$ cat src/rtl/uart_port.sv
// uart_port: device end of the RAM1-bus serial port handshake.
//   Bus writes (wrn_i strobe) load a transmit holding register that is sent
//   on txd_o as 8N1 frames. Frames received on rxd_i are queued in a small
//   RX FIFO that bus reads (rdn_i strobe) pop.
// Ports:
//   clk, rst           single clock, synchronous active-high reset
//   rdn_i, wrn_i       async active-low bus strobes; an access ends on the
//                      rising edge of the synchronized strobe
//   data_i[15:0]       write data, only [7:0] used
//   data_o[15:0]       registered read data {8'h00, fifo head}, 0 when empty
//   data_oe_o          bus drive enable, !rdn_i
//   data_ready_o       RX FIFO non-empty (registered)
//   tbre_o, tsre_o     transmit holding register empty / shifter empty
//   rxd_i, txd_o       serial lines, idle high
module uart_port #(
  parameter int CLKS_PER_BIT = 96,
  parameter int RX_DEPTH     = 4
) (
  input  logic        clk,
  input  logic        rst,
  input  logic        rdn_i,
  input  logic        wrn_i,
  input  logic [15:0] data_i,
  output logic [15:0] data_o,
  output logic        data_oe_o,
  output logic        data_ready_o,
  output logic        tbre_o,
  output logic        tsre_o,
  input  logic        rxd_i,
  output logic        txd_o
);
  localparam int CW = (CLKS_PER_BIT > 1) ? $clog2(CLKS_PER_BIT) : 1;
  localparam int AW = $clog2(RX_DEPTH);
  localparam logic [CW-1:0] BIT_LAST  = CW'(CLKS_PER_BIT - 1);
  localparam logic [CW-1:0] HALF_LAST = CW'(CLKS_PER_BIT / 2 - 1);
  localparam logic [AW:0]   FULL_CNT  = (AW+1)'(RX_DEPTH);

  // ---------------- synchronizers and strobe edge detect ----------------
  // [0],[1] form the 2-FF synchronizer; [2] is the previous synchronized
  // value used to find the 0->1 edge that ends an access.
  logic [2:0] rdn_sy, wrn_sy;
  logic [1:0] rxd_sy;
  logic       rd_end, wr_end, rxd_s;

  always_ff @(posedge clk) begin
    if (rst) begin
      rdn_sy <= '1;
      wrn_sy <= '1;
      rxd_sy <= '1;
    end else begin
      rdn_sy <= {rdn_sy[1:0], rdn_i};
      wrn_sy <= {wrn_sy[1:0], wrn_i};
      rxd_sy <= {rxd_sy[0], rxd_i};
    end
  end

  assign rd_end    = rdn_sy[1] & ~rdn_sy[2];
  assign wr_end    = wrn_sy[1] & ~wrn_sy[2];
  assign rxd_s     = rxd_sy[1];
  assign data_oe_o = ~rdn_i;

  logic unused_hi;
  assign unused_hi = ^data_i[15:8];

  // ---------------- write capture ----------------
  logic [7:0] cap;

  always_ff @(posedge clk) begin
    if (rst)             cap <= '0;
    else if (!wrn_sy[1]) cap <= data_i[7:0];
  end

  // ---------------- transmitter ----------------
  typedef enum logic {TX_IDLE, TX_SHIFT} tx_state_t;
  tx_state_t     tx_q, tx_d;
  logic [7:0]    thr;
  logic [9:0]    tx_sh;
  logic [CW-1:0] tx_cnt;
  logic [3:0]    tx_bit;
  logic          tx_load, tx_done, tx_bit_end;

  always_comb begin
    tx_d       = tx_q;
    tx_load    = 1'b0;
    tx_done    = 1'b0;
    tx_bit_end = (tx_cnt == BIT_LAST);
    case (tx_q)
      TX_IDLE: if (!tbre_o) begin
        tx_load = 1'b1;
        tx_d    = TX_SHIFT;
      end
      TX_SHIFT: if (tx_bit_end && tx_bit == 4'd9) begin
        // Stop bit finished: chain straight into a pending THR so that
        // back-to-back frames have no idle gap.
        if (!tbre_o) tx_load = 1'b1;
        else begin
          tx_done = 1'b1;
          tx_d    = TX_IDLE;
        end
      end
      default: tx_d = TX_IDLE;
    endcase
  end

  always_ff @(posedge clk) begin
    if (rst) begin
      tx_q   <= TX_IDLE;
      tx_sh  <= '1;
      tx_cnt <= '0;
      tx_bit <= '0;
      thr    <= '0;
      tbre_o <= 1'b1;
      tsre_o <= 1'b1;
    end else begin
      tx_q <= tx_d;
      if (tx_load) begin
        tx_sh  <= {1'b1, thr, 1'b0};
        tx_cnt <= '0;
        tx_bit <= '0;
        tbre_o <= 1'b1;
        tsre_o <= 1'b0;
      end else if (tx_q == TX_SHIFT) begin
        if (tx_bit_end) begin
          tx_cnt <= '0;
          tx_bit <= tx_bit + 4'd1;
          tx_sh  <= {1'b1, tx_sh[9:1]};
        end else begin
          tx_cnt <= tx_cnt + 1'b1;
        end
      end
      if (tx_done) tsre_o <= 1'b1;
      // Load and write-end are exclusive: one needs tbre=0, the other tbre=1.
      if (wr_end && tbre_o) begin
        thr    <= cap;
        tbre_o <= 1'b0;
      end
    end
  end

  assign txd_o = tx_sh[0];

  // ---------------- receiver ----------------
  typedef enum logic [1:0] {RX_IDLE, RX_START, RX_DATA, RX_STOP} rx_state_t;
  rx_state_t     rx_q, rx_d;
  logic [CW-1:0] rx_cnt;
  logic [2:0]    rx_bit;
  logic [7:0]    rx_sh;
  logic          rx_push, rx_bit_hit, rx_half_hit;

  always_comb begin
    rx_d        = rx_q;
    rx_push     = 1'b0;
    rx_bit_hit  = (rx_cnt == BIT_LAST);
    rx_half_hit = (rx_cnt == HALF_LAST);
    case (rx_q)
      RX_IDLE:  if (!rxd_s) rx_d = RX_START;
      RX_START: if (rx_half_hit) rx_d = rxd_s ? RX_IDLE : RX_DATA;
      RX_DATA:  if (rx_bit_hit && rx_bit == 3'd7) rx_d = RX_STOP;
      RX_STOP:  if (rx_bit_hit) begin
        rx_d    = RX_IDLE;
        rx_push = rxd_s;      // stop bit 0 is a framing error: drop byte
      end
      default:  rx_d = RX_IDLE;
    endcase
  end

  always_ff @(posedge clk) begin
    if (rst) begin
      rx_q   <= RX_IDLE;
      rx_cnt <= '0;
      rx_bit <= '0;
      rx_sh  <= '0;
    end else begin
      rx_q <= rx_d;
      // Counter restarts on every state change, so START measures half a
      // bit and every later sample lands one full bit after the previous.
      if (rx_q == RX_IDLE || rx_d != rx_q || rx_bit_hit) rx_cnt <= '0;
      else                                                rx_cnt <= rx_cnt + 1'b1;
      if (rx_q == RX_START) rx_bit <= '0;
      if (rx_q == RX_DATA && rx_bit_hit) begin
        rx_sh  <= {rxd_s, rx_sh[7:1]};
        rx_bit <= rx_bit + 3'd1;
      end
    end
  end

  // ---------------- RX FIFO and read port ----------------
  logic [7:0] mem [RX_DEPTH];
  logic [AW:0] wptr, rptr, fifo_cnt;
  logic        empty, full, pop, push_ok;

  assign fifo_cnt = wptr - rptr;
  assign empty    = (wptr == rptr);
  assign full     = (fifo_cnt == FULL_CNT);
  assign pop      = rd_end & ~empty;
  // When full, a same-cycle pop frees the head slot, which is exactly the
  // slot the write pointer addresses.
  assign push_ok  = rx_push & (~full | pop);

  always_ff @(posedge clk) begin
    if (push_ok) mem[wptr[AW-1:0]] <= rx_sh;
  end

  always_ff @(posedge clk) begin
    if (rst) begin
      wptr         <= '0;
      rptr         <= '0;
      data_o       <= '0;
      data_ready_o <= 1'b0;
    end else begin
      if (push_ok) wptr <= wptr + 1'b1;
      if (pop)     rptr <= rptr + 1'b1;
      data_ready_o <= ~empty;
      data_o       <= empty ? 16'h0000 : {8'h00, mem[rptr[AW-1:0]]};
    end
  end
endmodule

$ cat config.mk
export PLATFORM = sky130hd
export DESIGN_NAME = uart_port
export DESIGN_NICKNAME = d
export VERILOG_FILES = /design/src/rtl/uart_port.sv
export SDC_FILE = /design/constraint.sdc
export NUM_CORES = 1
export LEC_CHECK = 0
export CAP_MARGIN = 20
export CORE_ASPECT_RATIO = 0.7
export CORE_MARGIN = 2
export CORE_UTILIZATION = 57
export CTS_CLUSTER_DIAMETER = 200
export DETAILED_ROUTE_END_ITERATION = 8
export PLACE_DENSITY = 0.84
export SLEW_MARGIN = 15
export SYNTH_ARGS = -nofsm -noshare
export SYNTH_HDL_FRONTEND = slang
export SYNTH_SLANG_ARGS = --single-unit
$ cat constraint.sdc
create_clock -name clk -period 3 [get_ports clk]
set_input_delay 0.75 -clock clk [delete_from_list [all_inputs] [get_ports clk]]
set_output_delay 0.75 -clock clk [all_outputs]
set_load 0.05 [all_outputs]
==> After elaboration in Yosys (flattened, before gate mapping) <==
Memory sizes are Yosys's and may differ from the RTL's. A register that Yosys moved wholly into a read port is not among the register bits.
Index checks and enable logic that the tools add are counted.
{ "totals": {"output_inout_bits": 21, "input_bits": 21, "wordCells": 92, "ff_bits": 82, "mem_count": 1, "ramBits": 32} }
{ "mem_list": {"columns": ["name", "depth", "width", "rd", "rd_clocked_by_memory_dff", "wr", "line", "rtl"], "rows": [
  ["mem", 4, 8, 1, 1, 1, "188", "logic [7:0] mem [RX_DEPTH];"]
]} }
{ "classes": {"mux": 26, "n_eq_ne": 11, "reduce_logical": 17, "n_bitwise": 11, "add_sub_neg": 7} }
{ "ops": {"columns": ["op", "count"], "rows": [
  ["$mux W9", 3],
  ["$add A7 B1 Y7 const B", 2],
  ["$eq A7 B7 Y1 const B", 2],
  ["$mux W1", 12],
  ["$mux W2", 5],
  ["$add A3 B1 Y3 const B", 3],
  ["$pmux W2 S4", 1],
  ["$reduce_bool A2 Y1", 4],
  ["$reduce_or A2 Y1", 4],
  ["$eq A7 B6 Y1 const B", 1],
  ["$mux W7", 1],
  ["$eq A3 B3 Y1 const B", 2],
  ["$mux W3", 2],
  ["$not A1 Y1", 6],
  ["$add A4 B1 Y4 const B", 1],
  ["$and A1 B1 Y1", 4],
  ["$eq A2 B2 Y1 const B", 2],
  ["$eq A4 B4 Y1 const B", 1],
  ["$logic_and A1 B1 Y1", 4],
  ["$pmux W1 S2", 2],
  ["$reduce_and A2 Y1", 2],
  ["$eq A3 B3 Y1", 1],
  ["$sub A3 B3 Y3", 1],
  ["$eq A2 B1 Y1 const B", 1],
  ["4 further kinds", 5]
]} }

==> Depth between registers and ports, before layout <==
{ "logic_depth": {"depth_word": 8, "ltp_mapped": 7, "ltp_nobuf": 6} }

==> Worst setup path before layout <==
No wires, ideal clock.
{ "synth_path": {"path_type": "reg-to-reg", "from": "register rptr[1]", "to": "memory mem[3][0], enable pin", "stages_incl_launch_ff": 8, "arrival_time_ns": 1.933, "period_less_slack_ns": 2.264, "t_required_ns": 2.668, "n_path_buf": 1, "setup_time_ns": 0.332, "slack_ns": 0.736, "path_cell_list": "dfxtp_1 clkbuf_1 inv_1 ha_1 nand2_1 o21ai_1 a311oi_4 and2_1"} }
{ "synth_via": {"elab_chain_cells": 7, "elab_cells_between_ends": 10, "classes_between": "1 x add/sub; 2 x eq/ne; 2 x mux; 5 x bitwise"} }
{ "synth_rtl": {"columns": ["element", "line", "rtl"], "rows": [
  ["from (decl)", "189", "logic [AW:0] wptr, rptr, fifo_cnt;"],
  ["from (signal assigned)", "212", "if (pop) rptr <= rptr + 1'b1;"],
  ["$sub A3 B3 Y3 / $eq A3 B3 Y1 (equally long branches)", "192, 193", null],
  ["$eq A3 B3 Y1 / $not A1 Y1 (equally long branches)", "194, 195", null],
  ["$not A1 Y1 / $and A1 B1 Y1 (equally long branches)", "198, 195", null],
  ["$or A1 B1 Y1 (*)", "198", "assign push_ok = rx_push & (~full | pop);"],
  ["$and A1 B1 Y1 (*)", "198", null],
  ["$mux W1 (*)", "201", "if (push_ok) mem[wptr[AW-1:0]] <= rx_sh;"],
  ["$mux W1 (not written as such) (*)", "201", null],
  ["to (decl)", "188", null]
]} }
Every way passes the cells marked *; elsewhere a longest branch is shown, timed or not.

==> Worst setup path after layout <==
{ "layout_path": {"from": "register tbre_o", "to": "output port tbre_o"} }
{ "layout_lines": {"columns": ["element", "line", "rtl"], "rows": [
  ["from (decl)", "27", "output logic tbre_o,"],
  ["from (signal assigned)", "112", "tbre_o <= 1'b1;"],
  ["from (signal assigned)", "120", "tbre_o <= 1'b1;"],
  ["from (signal assigned)", "135", "tbre_o <= 1'b0;"]
]} }
No word-level cell between the ends.

==> key figures <==
Clock tree
  • CTS HTree Levels: 4
  • Clock Sink Count: 114
  • Number of hold buffers added after CTS: 0
  • Clock transition at the registers of the reported paths: 0.05 ns
  • Buffers from clock root to sink, at most: 2
  • CTS Root Cell: clkbuf_16
  • Count of buffers added by post-CTS timing repair for setup: 0
  • Post-cts sizing count: 0
  • CTS tree: done
  • Clock buffers created by TritonCTS: 17
  • Clock insertion delay at the later pin of the skew report: 0.41 ns

Job
  • Number of max-cap violations: 0

Pwr
  • Max IR drop VDD: 0.000465 V
  • Pwr dens: 657 nW/µm²
  • Leakage power: 2.05 nW

Timing
  • Least-Margin Pin Slew: 0.787 ns
  • Final worst-path cycle share: 86.1%
  • Unrepaired setup endpoints after global routing: false
  • Total Negative Setup Slacks: 0 ns
  • Fin Clk Skew: 0.00825 ns
  • Max Clock Freq: 387 MHz
  • Worst rel slew slack: 47.2%
  • Count of pins over their slew limit: 0
  • Final hold vios: 0
  • Setup Viol. Count Final: 0
  • Shortest clock period the worst path allows after layout: 2.58 ns
  • Final setup slack of the worst path: 0.418 ns

Routing
  • Detailed-route DRC error count: 0
  • Via count normalized by instance count: 5.54
  • First drt pass iteration count: 5
  • DRC violation total after the first TritonRoute iteration: 127
  • Detail Route Antenna Nets: 0
  • Via count: 3050
  • Total length of routed wires: 8200 µm
  • Average wire per standard cell: 14.9 µm

Logic synthesis
  • Ranking of synthesized cells by area: dfxtp_1, edfxtp_1, mux2i_1, nor2_1, mux4_2
  • Share of synthesized cell area in and, or, nand and nor gates: 15.4%
  • Fraction of synthesized cell area in xor and xnor cells: 2.86%
  • Proportion of synthesized area in mux cells: 10.5%
  • Synth cell types: 47
  • Most numerous cell types in the synthesized netlist: dfxtp_1, nor2_1, edfxtp_1
  • Most used standard cell by instance count after synthesis: dfxtp_1
  • Top flip-flop cell by instance count after synthesis: dfxtp_1
  • Area share of fa/ha/maj cells after synthesis: 3.54%
  • Sequential fraction of the synthesis area: 56.7%
  • Fraction of synthesis flops using an asynchronous set or reset pin: 0%
  • Warning count from the yosys run: 0
  • Register bit count reported by yosys: 114
  • Largest family of logic cells by synthesized area: simple AND/OR/NAND/NOR gates
  • Post-synth top area cell: dfxtp_1
  • Number of enable-type register cells in the synthesized netlist: 32
  • Syn Inst Count: 408
  • Portion of synthesized cell area occupied by the leading cell type: 35.8%
  • Average cell area after synthesis: 11.3 µm²
  • Compound-Gate Fraction of Synth Area: 6.60%
  • Post-synthesis instance area: 4590 µm²

GRT
  • Via count of the first global-routing pass: 2953
  • Antenna violations before repair: 0
  • Congestion Overflow GR: 0
  • Aggregate global-route resource usage: 20.4%
  • Global-route wire length before repair: 13800 µm
  • Largest net degree at the start of global routing: 61

Outcome
  • Result of the run: finished, final reports clean

Place
  • Routability Congestion: 0.860
  • Number of port buffers: 25
  • Inst Count DP: 519
  • Post-detailed-placement cell area: 4890 µm²
  • Final HPWL DP: 5140 µm
  • Setup Slack @ Placement: 0.607 ns

Worst setup path
  • Critical path's largest stage delay: 0.88 ns
  • Cells on worst reg2reg path: 6
  • Type of destination of the critical path: primary output
  • Largest fanout of any net on the critical path: 13
  • Crit path DAT: 1.83 ns
  • Count of cell instances traversed by the critical path: 1
  • Buffering stage count on the worst path with inverters included: 1
  • Cells along the critical path: clkdlybuf4s50_1
  • Sort of element at the start of the critical path: flip-flop
  • Highest-delay cell along the critical path: clkdlybuf4s50_1
  • Family with the most delay on the worst path: buffers and inverters
  • Required time of the critical path: 2.25 ns
  • Crit path kind: reg -> out

Layout
  • Final net count: 471
  • Layout Cells excl Fill: 551
  • Layout cells sized above 1: 11.6%
  • Area Overhead vs Synth: 18.5%
  • Post-route cell area: 5440 µm²
  • Filler cell count in the final layout: 561
  • Flip-flop and latch area: 2600 µm²
  • Area of the multi-input gates: 1820 µm²
  • Count of inserted antenna diode cells: 0

Hold path
  • Cell depth of the worst hold path: 1
  • Worst min-delay path class: reg -> reg

Floorplan
  • Vert. Die Dim: 79.1 µm
  • Total core area: 7840 µm²
  • Overall die width: 111 µm
  • Initial cell density of the core: 58.6%
  • Ports placed on the boundary: 42
  • DIE AREA: 8800 µm²
  • Number of standard-cell rows in the floorplan: 27
## cell usage in the layout (no fill, tap or decap), types with 2 or more instances in the layout
| master | n |
|---|---|
| nor4_1 | 2 |
| clkdlybuf4s50_1 | 23 |
| ha_1 | 13 |
| a221oi_1 | 6 |
| nand3_1 | 8 |
| clkinvlp_4 | 3 |
| clkbuf_16 | 17 |
| nor2_1 | 57 |
| xnor2_1 | 7 |
| nand4_1 | 5 |
| and3_1 | 3 |
| a31oi_1 | 2 |
| mux4_2 | 8 |
| dfxtp_1 | 82 |
| nor2b_1 | 14 |
| o21ai_1 | 2 |
| buf_4 | 5 |
| nand2b_1 | 2 |
| clkbuf_1 | 2 |
| a21oi_1 | 9 |
| mux2_2 | 2 |
| clkinv_1 | 3 |
| o21ai_0 | 9 |
| and3b_1 | 2 |
| inv_1 | 18 |
| edfxtp_1 | 32 |
| or2_2 | 7 |
| a311oi_1 | 2 |
| nand2_1 | 14 |
| xor2_1 | 8 |
| o211ai_1 | 5 |
| mux2i_1 | 27 |
| nand3b_1 | 4 |
| nor3_1 | 12 |
| bufinv_16 | 2 |
| conb_1 | 8 |
| clkinv_2 | 5 |
| and2_1 | 5 |
| nand4b_1 | 2 |
## layout make-up
class,instances,share of cell area (%)
Inverter,18,1.24
Timing Repair Buffer,29,5.02
Clock inverter,13,2.19
Sequential cell,114,47.9
Multi-Input combinational cell,257,33.4
Tap cell,101,2.32
Clock buffer,19,7.96
## flip-flops by register name (all words and copies together) (netlist names), 4 cells and up
name    flops
thr         8
tx_bit      4
rx_cnt      7
tx_cnt      7
cap         8
tx_sh       9
rx_sh       8
mem        32
data_o      8
## report_power, final
| group | switching [mW] | internal (mW) | leakage (nW) |
|---|---|---|---|
| Clock | 0.660 | 1.20 | 0.265 |
| Combinational | 0.0650 | 0.0377 | 0.821 |
| Sequential | 0.0158 | 1.59 | 0.960 |
| Total | 0.740 | 2.83 | 2.05 |
## worst paths after layout
check / startpoint / end / slack, ns
max reg2reg: wptr[0] / mem[3][0] / 0.55
min: rdn_sy[0] / rdn_sy[1] / 0.41
min reg2reg: rdn_sy[0] / rdn_sy[1] / 0.41
max: tbre_o / tbre_o / 0.42
## kinds of logic after synthesis
| kind of cell | Yosys count |
|---|---|
| compound gates | 43 |
| xor+xnor | 15 |
| fa+ha+maj | 13 |
| buf+inv | 44 |
| flops | 114 |
| mux | 38 |
| other cells | 1 |
| simple gates | 140 |
## layer usage
metal | routed length [µm] | vias to the layer above | global-route usage [%]
met2 | 4070 | 78 | 34.8
met3 | 358 | 11 | 8.02
met1 | 3670 | 1477 | 23.4
li1 | - | 1484 | -
met4 | 95 | 0 | 7.90
met5 | 0 | - | 0
## stage by stage
stage,power [mW],hold WS (ns),util (%)
global placement,1.74,0.394,62.3
global route,3.69,0.431,69.4
detailed placement,1.74,0.400,62.3
CTS,3.60,0.410,69.4
finish,3.57,0.408,69.4
floorplan,1.72,0.389,-
Power figures use the tool's default switching activity.
